$ cat src/rtl/spi_word_rx.sv
// SPI slave word receiver (any SPI mode) feeding a show-ahead word FIFO.
// Define SPI_WORD_RX_TIMEOUT_EN to abort frames after TIMEOUT_CYC idle clocks.
module spi_word_rx #(
    parameter int unsigned WORD_W      = 8,
    parameter bit          CPOL        = 1'b0,
    parameter bit          CPHA        = 1'b0,
    parameter int unsigned SYNC_STAGES = 2,
    parameter int unsigned FIFO_DEPTH  = 4,
    parameter int unsigned TIMEOUT_CYC = 4096
) (
    input  logic              clk,
    input  logic              rst,
    input  logic              spi_clk,
    input  logic              spi_mosi,
    input  logic              spi_cs_n,
    input  logic              rd_en,
    output logic [WORD_W-1:0] rd_data,
    output logic              rd_valid,
    output logic              fifo_full,
    output logic              overflow,
    output logic              frame_err,
    output logic [15:0]       word_count
);

    localparam int unsigned CNT_W = $clog2(WORD_W);
    localparam int unsigned AW    = $clog2(FIFO_DEPTH);
    localparam int unsigned CW    = AW + 1;
    localparam bit          SAMPLE_RISE = ((CPOL ^ CPHA) == 1'b0);
    localparam logic [CNT_W-1:0] LAST_BIT = CNT_W'(WORD_W - 1);

    if (WORD_W < 2 || WORD_W > 32) begin : g_bad_word_w
        $error("spi_word_rx: WORD_W must be 2..32");
    end
    if (SYNC_STAGES < 2 || SYNC_STAGES > 4) begin : g_bad_sync
        $error("spi_word_rx: SYNC_STAGES must be 2..4");
    end
    if (FIFO_DEPTH < 2 || FIFO_DEPTH > 16 || (FIFO_DEPTH & (FIFO_DEPTH - 1)) != 0) begin : g_bad_depth
        $error("spi_word_rx: FIFO_DEPTH must be a power of two in 2..16");
    end
    if (TIMEOUT_CYC < 1) begin : g_bad_timeout
        $error("spi_word_rx: TIMEOUT_CYC must be at least 1");
    end

    typedef enum logic [1:0] {
        S_IDLE,
        S_SHIFT,
        S_PUSH
    } state_t;

    logic [SYNC_STAGES-1:0] sclk_sync_q, mosi_sync_q, csn_sync_q;
    logic                   sclk_prev_q, csn_prev_q;
    logic                   sclk_s, mosi_s, csn_s;
    logic                   sample_edge;
    logic                   edge_q, cs_rise_q, mosi_bit_q;

    state_t                 state_q, state_d;
    logic [CNT_W-1:0]       bit_cnt_q, bit_cnt_d;
    logic [WORD_W-1:0]      shift_q, shift_d;
    logic                   push, frame_err_d, idle_block;

    logic [WORD_W-1:0]      mem_q [FIFO_DEPTH];
    logic [AW-1:0]          wr_ptr_q, rd_ptr_q;
    logic [CW-1:0]          count_q, count_d;
    logic                   rd_valid_q, full_q, overflow_q, frame_err_q;
    logic                   do_push, do_pop, overflow_d;
    logic [15:0]            word_count_q;

`ifdef SPI_WORD_RX_TIMEOUT_EN
    localparam int unsigned TO_W = $clog2(TIMEOUT_CYC + 1);
    logic [TO_W-1:0]        to_cnt_q, to_cnt_d;
    logic                   lock_q, lock_d;

    assign idle_block = lock_q;
`else
    assign idle_block = 1'b0;
`endif

    assign sclk_s = sclk_sync_q[SYNC_STAGES-1];
    assign mosi_s = mosi_sync_q[SYNC_STAGES-1];
    assign csn_s  = csn_sync_q[SYNC_STAGES-1];

    assign sample_edge = SAMPLE_RISE ? (sclk_s & ~sclk_prev_q) : (~sclk_s & sclk_prev_q);

    // Edge and cs_n-rise events are registered together so a sample edge
    // coinciding with the cs_n rise is seen by the FSM in the same cycle and dropped.
    always_ff @(posedge clk or posedge rst) begin
        if (rst) begin
            sclk_sync_q <= {SYNC_STAGES{CPOL}};
            mosi_sync_q <= '0;
            csn_sync_q  <= '1;
            sclk_prev_q <= CPOL;
            csn_prev_q  <= 1'b1;
            edge_q      <= 1'b0;
            cs_rise_q   <= 1'b0;
            mosi_bit_q  <= 1'b0;
        end else begin
            sclk_sync_q <= {sclk_sync_q[SYNC_STAGES-2:0], spi_clk};
            mosi_sync_q <= {mosi_sync_q[SYNC_STAGES-2:0], spi_mosi};
            csn_sync_q  <= {csn_sync_q[SYNC_STAGES-2:0], spi_cs_n};
            sclk_prev_q <= sclk_s;
            csn_prev_q  <= csn_s;
            edge_q      <= sample_edge;
            cs_rise_q   <= csn_s & ~csn_prev_q;
            mosi_bit_q  <= mosi_s;
        end
    end

    always_comb begin
        state_d     = state_q;
        bit_cnt_d   = bit_cnt_q;
        shift_d     = shift_q;
        push        = 1'b0;
        frame_err_d = 1'b0;
`ifdef SPI_WORD_RX_TIMEOUT_EN
        to_cnt_d    = '0;
        lock_d      = csn_s ? 1'b0 : lock_q;
`endif
        case (state_q)
            S_IDLE: begin
                if (!csn_s && !idle_block) begin
                    state_d   = S_SHIFT;
                    bit_cnt_d = '0;
                    shift_d   = '0;
                end
            end
            S_SHIFT: begin
                if (edge_q) begin
                    shift_d = {shift_q[WORD_W-2:0], mosi_bit_q};
                    if (bit_cnt_q == LAST_BIT) begin
                        bit_cnt_d = '0;
                        state_d   = S_PUSH;
                    end else begin
                        bit_cnt_d = bit_cnt_q + CNT_W'(1);
                    end
                end
`ifdef SPI_WORD_RX_TIMEOUT_EN
                else if (to_cnt_q == TO_W'(TIMEOUT_CYC)) begin
                    state_d     = S_IDLE;
                    frame_err_d = (bit_cnt_q != '0);
                    bit_cnt_d   = '0;
                    lock_d      = 1'b1;
                end else begin
                    to_cnt_d = to_cnt_q + TO_W'(1);
                end
`endif
            end
            S_PUSH: begin
                push    = 1'b1;
                state_d = S_SHIFT;
            end
            default: state_d = S_IDLE;
        endcase

        if (cs_rise_q) begin
            state_d     = S_IDLE;
            bit_cnt_d   = '0;
            frame_err_d = (bit_cnt_q != '0);
`ifdef SPI_WORD_RX_TIMEOUT_EN
            lock_d      = 1'b0;
`endif
        end
    end

    assign do_pop     = rd_en & rd_valid_q;
    assign do_push    = push & (~full_q | do_pop);
    assign overflow_d = push & full_q & ~do_pop;

    always_comb begin
        count_d = count_q;
        if (do_push && !do_pop) begin
            count_d = count_q + CW'(1);
        end else if (!do_push && do_pop) begin
            count_d = count_q - CW'(1);
        end
    end

    always_ff @(posedge clk or posedge rst) begin
        if (rst) begin
            state_q      <= S_IDLE;
            bit_cnt_q    <= '0;
            shift_q      <= '0;
            wr_ptr_q     <= '0;
            rd_ptr_q     <= '0;
            count_q      <= '0;
            rd_valid_q   <= 1'b0;
            full_q       <= 1'b0;
            overflow_q   <= 1'b0;
            frame_err_q  <= 1'b0;
            word_count_q <= '0;
`ifdef SPI_WORD_RX_TIMEOUT_EN
            to_cnt_q     <= '0;
            lock_q       <= 1'b0;
`endif
        end else begin
            state_q     <= state_d;
            bit_cnt_q   <= bit_cnt_d;
            shift_q     <= shift_d;
            count_q     <= count_d;
            rd_valid_q  <= (count_d != '0);
            full_q      <= (count_d == CW'(FIFO_DEPTH));
            overflow_q  <= overflow_d;
            frame_err_q <= frame_err_d;
            if (do_push) begin
                wr_ptr_q     <= wr_ptr_q + AW'(1);
                word_count_q <= word_count_q + 16'd1;
            end
            if (do_pop) begin
                rd_ptr_q <= rd_ptr_q + AW'(1);
            end
`ifdef SPI_WORD_RX_TIMEOUT_EN
            to_cnt_q    <= to_cnt_d;
            lock_q      <= lock_d;
`endif
        end
    end

    always_ff @(posedge clk) begin
        if (do_push) begin
            mem_q[wr_ptr_q] <= shift_q;
        end
    end

    assign rd_data    = rd_valid_q ? mem_q[rd_ptr_q] : '0;
    assign rd_valid   = rd_valid_q;
    assign fifo_full  = full_q;
    assign overflow   = overflow_q;
    assign frame_err  = frame_err_q;
    assign word_count = word_count_q;

endmodule

$ cat config.mk
export PLATFORM = sky130hd
export DESIGN_NAME = spi_word_rx
export DESIGN_NICKNAME = d
export VERILOG_FILES = /design/src/rtl/spi_word_rx.sv
export SDC_FILE = /design/constraint.sdc
export NUM_CORES = 1
export LEC_CHECK = 0
export ABC_AREA = 1
export BUFFER_PORTS_ARGS = -buffer_cell sky130_fd_sc_hd__buf_2
export CORE_ASPECT_RATIO = 2
export CORE_UTILIZATION = 61
export CTS_CLUSTER_SIZE = 16
export DETAILED_ROUTE_END_ITERATION = 8
export GPL_TIMING_DRIVEN = 0
export PLACE_DENSITY = 0.82
export SYNTH_ARGS = -nofsm -noshare
export SYNTH_HDL_FRONTEND = slang
export SYNTH_SLANG_ARGS = --single-unit
$ cat constraint.sdc
create_clock -name clk -period 4.7 [get_ports clk]
set_clock_uncertainty 0.2 [all_clocks]
set_input_delay 0.47 -clock clk [delete_from_list [all_inputs] [get_ports clk]]
set_output_delay 0.47 -clock clk [all_outputs]
set_load 0.02 [all_outputs]
==> results of run 1 <==
-- layer usage --
| layer | global-route usage (%) | vias to the layer above |
|---|---|---|
| met5 | 0 | - |
| met4 | 14.0 | 0 |
| met3 | 4.90 | 21 |
| met2 | 46.0 | 61 |
| met1 | 23.7 | 1205 |
| li1 | - | 1276 |
-- what timing repair did --
item | 4_1_cts | 5_1_grt
endpoints found under the hold margin | 11 | 0
setup buffers | 0 | 0
hold buffers | 1 | 0
-- synth_stat cells --
master,number
nand2_4,1
nor3b_4,1
edfxtp_1,32
xnor2_1,3
inv_1,39
ha_1,10
nor3_2,1
buf_6,1
nand3b_1,3
nor2_1,64
buf_2,4
a21oi_2,1
or2_2,1
dfrtp_1,48
clkbuf_1,1
nand2_1,82
o21ai_0,32
nor2_2,1
nor2_4,2
dfstp_2,3
nor3_1,1
nand3_1,12
nor3b_1,1
nand3_2,1
nand4_1,1
nand2_2,2
a21oi_1,13
xor2_1,8
inv_2,2
-- power by group through the flow --
stage / clock network [W] / registers (W) / logic [W]
finish: 0.000674 / 0.000992 / 0.000811
global route: 0.000714 / 0.00101 / 0.000923
CTS: 0.000682 / 0.000991 / 0.000821
detailed placement: 0 / 0.00100 / 0.000815
global placement: 0 / 0.000995 / 0.000780
floorplan: 0 / 0.00101 / 0.000567
-- logic make-up after synthesis --
| logic type | synth area share [%] |
|---|---|
| adders and majority gates | 3.44 |
| AOI/OAI and AO/OA | 6.44 |
| and+or+nand+nor | 20.6 |
| xor gates and xnor gates | 2.65 |
| DFF | 61.7 |
| buffers and inverters | 5.20 |
-- path summary, 6_finish.rpt --
| kind | to | startpoint | cells past startpoint | slack [ns] |
|---|---|---|---|---|
| max | rd_data[6] | rd_ptr_q[0] | 6 | 2.19 |
| min | csn_sync_q[0] | spi_cs_n | 1 | 0.03 |
| max reg2reg | mem_q[3][1] | rd_valid | 5 | 2.54 |
| min reg2reg | csn_sync_q[1] | csn_sync_q[0] | 0 | 0.15 |
| max in group asynchronous | csn_sync_q[0] | rst | 4 | 3.33 |
| min in group asynchronous | shift_q[1] | rst | 3 | 0.42 |
-- flip-flops by register name, summed over array words and instances, names as in the netlist --
name / flops
csn_prev_q: 1
mosi_bit_q: 1
frame_err: 1
sclk_prev_q: 1
mem_q: 32
csn_sync_q: 2
word_count: 16
rd_valid: 1
count_q: 3
state_q: 2
sclk_sync_q: 2
mosi_sync_q: 2
bit_cnt_q: 3
fifo_full: 1
edge_q: 1
overflow: 1
wr_ptr_q: 2
rd_ptr_q: 2
cs_rise_q: 1
shift_q: 8
-- cell usage in the layout, fill, tap and decap left out, types with 3 or more instances in the layout --
master,instances
nand3b_1,3
nand3_1,12
inv_2,3
a21oi_1,13
nor2_1,64
dfrtp_1,48
nand2_1,82
clkbuf_1,3
clkbuf_16,9
ha_1,10
inv_1,38
buf_2,37
edfxtp_1,32
dfstp_2,3
xor2_1,8
xnor2_1,3
o21ai_0,32
-- metrics by stage --
step | instances | hold WS [ns]
6_report | 483 | 0.0335
2_1_floorplan | 371 | 0.131
3_5_place_dp | 466 | 0.140
4_1_cts | 483 | 0.0272
5_1_grt | 483 | 0.0238
3_3_place_gp | 465 | 0.135
-- cell type report --
| class | count | area (µm²) | area share [%] |
|---|---|---|---|
| sequential | 83 | 2240 | 53.5 |
| buffer | 6 | 35.0 | 0.836 |
| multi-input combinational | 241 | 1200 | 28.7 |
| clock inverter | 5 | 55.1 | 1.31 |
| inverter | 41 | 154 | 3.67 |
| clock buffer | 11 | 233 | 5.55 |
| timing repair buffer | 35 | 195 | 4.66 |
| tap | 61 | 76.3 | 1.82 |
==> flow_summary_export.csv, run 1 <==
group,metric,value,unit
grt,grt_pass1_wl,11.6,mm
floorplan,std_cell_rows,39,
setup_path,cp.arrival,1.84,ns
power,p_sw,0.000913,W
sta,setup_viol,0,
sta,worstMarginPinSlew,0.838,ns
detailed_routing,wl,6.77,mm
detailed_routing,ant_nets,0,
power,power.share.clock,27.2,%
placed_design,hpwlAfterDp,4.97,mm
final_layout,num_antenna_cells,0,
power,p_seq_share,40.0,%
final_layout,fillers,420,
synth,synth_top_cell_by_area,"dfrtp_1",
setup_path,critical_path.cell_chain,"buf_2, inv_2, clkbuf_1, o21ai_0, a21oi_1, buf_2",
clock_tree,cts_max_path_buffers,2,
sta,hold_violations,0,
final_layout,drive_gt1_share,16.4,%
sta,clock.fmax,0.398,GHz
setup_path,crit_path_end_kind,"output port",
power,leakagePower,1.93,nW
clock_tree,clock_latency,0.34,ns
synth,netlist.area_leader.share,33.1,%
floorplan,initial_core_util,63.6,%
power,p_sw_share,36.9,%
sta,tns,0,ns
final_layout,final_area,4190,µm²
power,power.share.combinational,32.7,%
sta,fin_ws,2.19,ns
detailed_routing,post_drt_wl_per_cell,14.0,µm
sta,slew_viol_final,0,
sta,rsz0062_at_grt,"no",
placed_design,io_buffers,33,
setup_path,cp_max_fo,10,
synth,syn_inst,371,
floorplan,core,5710,µm²
detailed_routing,vias,2563,
detailed_routing,viasPerCell,5.31,
setup_path,cp_num_buf_inv,4,
power,vdd.ir_drop.worst,0.000590,V
setup_path,critPathTopFamily,"buffers and inverters",
detailed_routing,wl_met3,213,µm
detailed_routing,drc,0,
synth,synth_cell_type_count,29,
floorplan,die_area,6290,µm²
detailed_routing,wl_met2,3.86,mm
clock_tree,path_clk_slew,0.05,ns
grt,gr-usage-all-layers,24.6,%
placed_design,globalplace.congestion,0.807,
synth,syn_area_per_cell,9.79,µm²
clock_tree,htree_levels,3,
synth,synthesis.area,3630,µm²
sta,slew_headroom,43.9,%
clock_tree,cts_sinks,83,
placed_design,place_area,3890,µm²
power,p_int,0.00156,W
synth,yosys-top-cells-area,"dfrtp_1 (33%), edfxtp_1 (26%), nand2_1 (8.5%)",
grt,grt_pass1_vias,2586,
detailed_routing,drt-initial-drc-count,69,
job,cap_violations,0,
sta,period_share,53.5,%
hold_path,holdCritPathClass,"in -> reg",
synth,syn_nets,387,
clock_tree,numCtsBuffers,9,
run_status,status,"finished clean",
setup_path,cp_data_required_time,4.03,ns
synth,yosys_warnings,0,
grt,grt_antenna_before_repair,0,
placed_design,place_ws,2.40,ns
synth,ys_ff_latch,83,
grt,grt_max_degree,41,
setup_path,startpoint_type,"register",
floorplan,die_height,111,µm
floorplan,io_pins,34,
setup_path,crit_slowest_cell,"dfrtp_1",
setup_path,setup.worst_path.class,"reg -> out",
detailed_routing,firstDrtPassIters,4,
synth,seq_area_frac_synth,61.7,%
clock_tree,post_cts_resize_count,0,
setup_path,crit_top_cell,"buf_2",
setup_path,crit_path_max_incr_delay,0.35,ns
clock_tree,tritoncts,"built",
floorplan,dieWidth,56.6,µm
final_layout,fin_util,73.4,%
power,total_power,0.00248,W
final_layout,finalNetCount,433,
grt,grt_overflow,0,
final_layout,area_delta_synth_final,15.4,%
detailed_routing,met1_length,2.43,mm
clock_tree,clock_tree.root_cell,"clkbuf_16",
detailed_routing,topRoutingLayerUsed,"met4",
sta,min_period,2.51,ns
power,power_density,591,nW/µm²
No activity file was read; power rests on OpenSTA's default activity.
==> run 2: changes to the inputs <==
--- a/config.mk
+++ b/config.mk
@@ -8,11 +8,11 @@
 export ABC_AREA = 1
 export BUFFER_PORTS_ARGS = -buffer_cell sky130_fd_sc_hd__buf_2
 export CORE_ASPECT_RATIO = 2
-export CORE_UTILIZATION = 61
+export CORE_UTILIZATION = 58
 export CTS_CLUSTER_SIZE = 16
 export DETAILED_ROUTE_END_ITERATION = 8
 export GPL_TIMING_DRIVEN = 0
-export PLACE_DENSITY = 0.82
+export PLACE_DENSITY = 0.78
 export SYNTH_ARGS = -nofsm -noshare
 export SYNTH_HDL_FRONTEND = slang
 export SYNTH_SLANG_ARGS = --single-unit
==> constraint.sdc (replaced) <==
create_clock -name clk -period 2.6 [get_ports clk]
set_clock_uncertainty 0.2 [all_clocks]
set_input_delay 0.26 -clock clk [delete_from_list [all_inputs] [get_ports clk]]
set_output_delay 0.26 -clock clk [all_outputs]
set_load 0.02 [all_outputs]
==> flow_summary_export.csv, run 2 (synthesis gave the netlist of run 1 again) <==
group,metric,value,unit
power,vdd.ir_drop.worst,0.000705,V
placed_design,globalplace.congestion,0.846,
setup_path,startpoint_type,"register",
final_layout,final_common_cell,"nand2_1",
detailed_routing,drt-initial-drc-count,105,
clock_tree,cts_setup_buffers,0,
placed_design,io_buffers,33,
floorplan,io_pins,34,
sta,rsz0062_at_grt,"no",
placed_design,hpwlAfterDp,5.04,mm
sta,period_share,91.3,%
sta,worstMarginPinSlew,0.814,ns
grt,grt_pass1_wl,11.3,mm
hold_path,holdCritPathClass,"reg -> reg",
sta,fin_ws,0.225,ns
power,power_density,1080,nW/µm²
floorplan,die_height,114,µm
job,cap_violations,0,
clock_tree,numCtsBuffers,9,
setup_path,cp_max_fo,10,
sta,hold_violations,0,
clock_tree,path_clk_slew,0.05,ns
floorplan,initial_core_util,60.5,%
floorplan,std_cell_rows,40,
power,total_power,0.00459,W
final_layout,largest_reg_flops,32,
detailed_routing,drc,2,
final_layout,fillers,484,
clock_tree,clock_tree.root_cell,"clkbuf_16",
final_layout,area_delta_synth_final,16.9,%
final_layout,final_cell_mix,"nand2_1 (82), nor2_1 (64), dfrtp_1 (48), inv_1 (38), buf_2 (37)",
detailed_routing,wl,6.79,mm
setup_path,setup.worst_path.class,"reg -> out",
clock_tree,tritoncts,"built",
final_layout,num_antenna_cells,0,
placed_design,place_ws,0.447,ns
clock_tree,post_cts_resize_count,0,
setup_path,crit_path_end_kind,"output port",
run_status,status,"finished with violations",
sta,slew_viol_final,0,
detailed_routing,vias,2585,
detailed_routing,firstDrtPassIters,7,
sta,tns,0,ns
clock_tree,cts_max_path_buffers,2,
clock_tree,clock_latency,0.33,ns
detailed_routing,viasPerCell,5.30,
grt,grt_max_degree,43,
detailed_routing,ant_nets,0,
grt,grt_overflow,0,
sta,slew_headroom,45.5,%
run_status,failed_checks,"DRC",
clock_tree,ctsHoldBuffers,4,
sta,setup_viol,0,
clock_tree,htree_levels,3,
grt,grt_pass1_vias,2447,
grt,grt_antenna_before_repair,0,
final_layout,finalNetCount,436,
sta,min_period,2.37,ns
floorplan,core,6010,µm²
setup_path,cp.arrival,1.91,ns
power,leakagePower,1.96,nW
final_layout,regMostFlops,"mem_q",
floorplan,dieWidth,58.0,µm
grt,gr-usage-all-layers,23.3,%
final_layout,fin_util,70.7,%
clock_tree,cts_sinks,83,
setup_path,cp_data_required_time,2.14,ns
detailed_routing,post_drt_wl_per_cell,13.9,µm
sta,clock.fmax,0.421,GHz
floorplan,die_area,6600,µm²
final_layout,drive_gt1_share,16.2,%
-- run 2: cell count changes in the layout (fill, tap and decap cells not counted) --
cell,change
bufinv_16,+1
clkinvlp_4,-1
dlygate4sd3_1,+3
-- run 2: worst paths after layout --
check	start	end	slack, ns	cells after the start
min	mosi_sync_q[0]	mosi_sync_q[1]	0.15	0
max	rd_ptr_q[0]	rd_data[6]	0.23	6
min reg2reg	mosi_sync_q[0]	mosi_sync_q[1]	0.15	0
max reg2reg	state_q[1]	mem_q[0][2]	0.47	5
min in group asynchronous	rst	bit_cnt_q[2]	0.19	3
max in group asynchronous	rst	csn_sync_q[1]	1.46	4
-- run 2: where the power goes --
part           internal (W)  switching (W)  leakage (nW)  total, W
logic              0.000478        0.00101         0.871   0.00149
registers           0.00161       0.000182         0.939   0.00180
clock network      0.000838       0.000468         0.151   0.00131
total               0.00293        0.00166          1.96   0.00459
-- run 2: final cells by class --
type                       count  area (µm²)  area share, %
buffer                         6        35.0          0.825
clock buffer                  11         233           5.48
clock inverter                 5        77.6           1.83
inverter                      41         154           3.62
multi-input combinational    241        1200           28.3
sequential                    83        2240           52.8
tap                           63        78.8           1.86
timing repair buffer          38         225           5.30
-- run 2: critical path: stages (launching register included) --
cell	delay, ns
dfrtp_1	0.35
buf_2	0.18
inv_2	0.14
clkbuf_1	0.34
o21ai_0	0.19
a21oi_1	0.20
buf_2	0.19
-- run 2: per-layer routing --
layer	share of wire, %	track usage, %	up-vias
li1	-	-	1288
met1	37	24.4	1239
met2	58	42.2	46
met3	2.3	4.88	12
met4	2.5	12.1	0
met5	0	0	-
-- run 2: per-stage QoR --
| step | hold slack, ns | std cells | instance area, µm² |
|---|---|---|---|
| after global placement | 0.134 | 467 | 3880 |
| after CTS | 0.148 | 488 | 4250 |
| after global routing | 0.153 | 488 | 4250 |
| after detailed placement | 0.00168 | 468 | 3900 |
| final | 0.145 | 488 | 4250 |
| after floorplan | 0.0645 | 371 | 3630 |
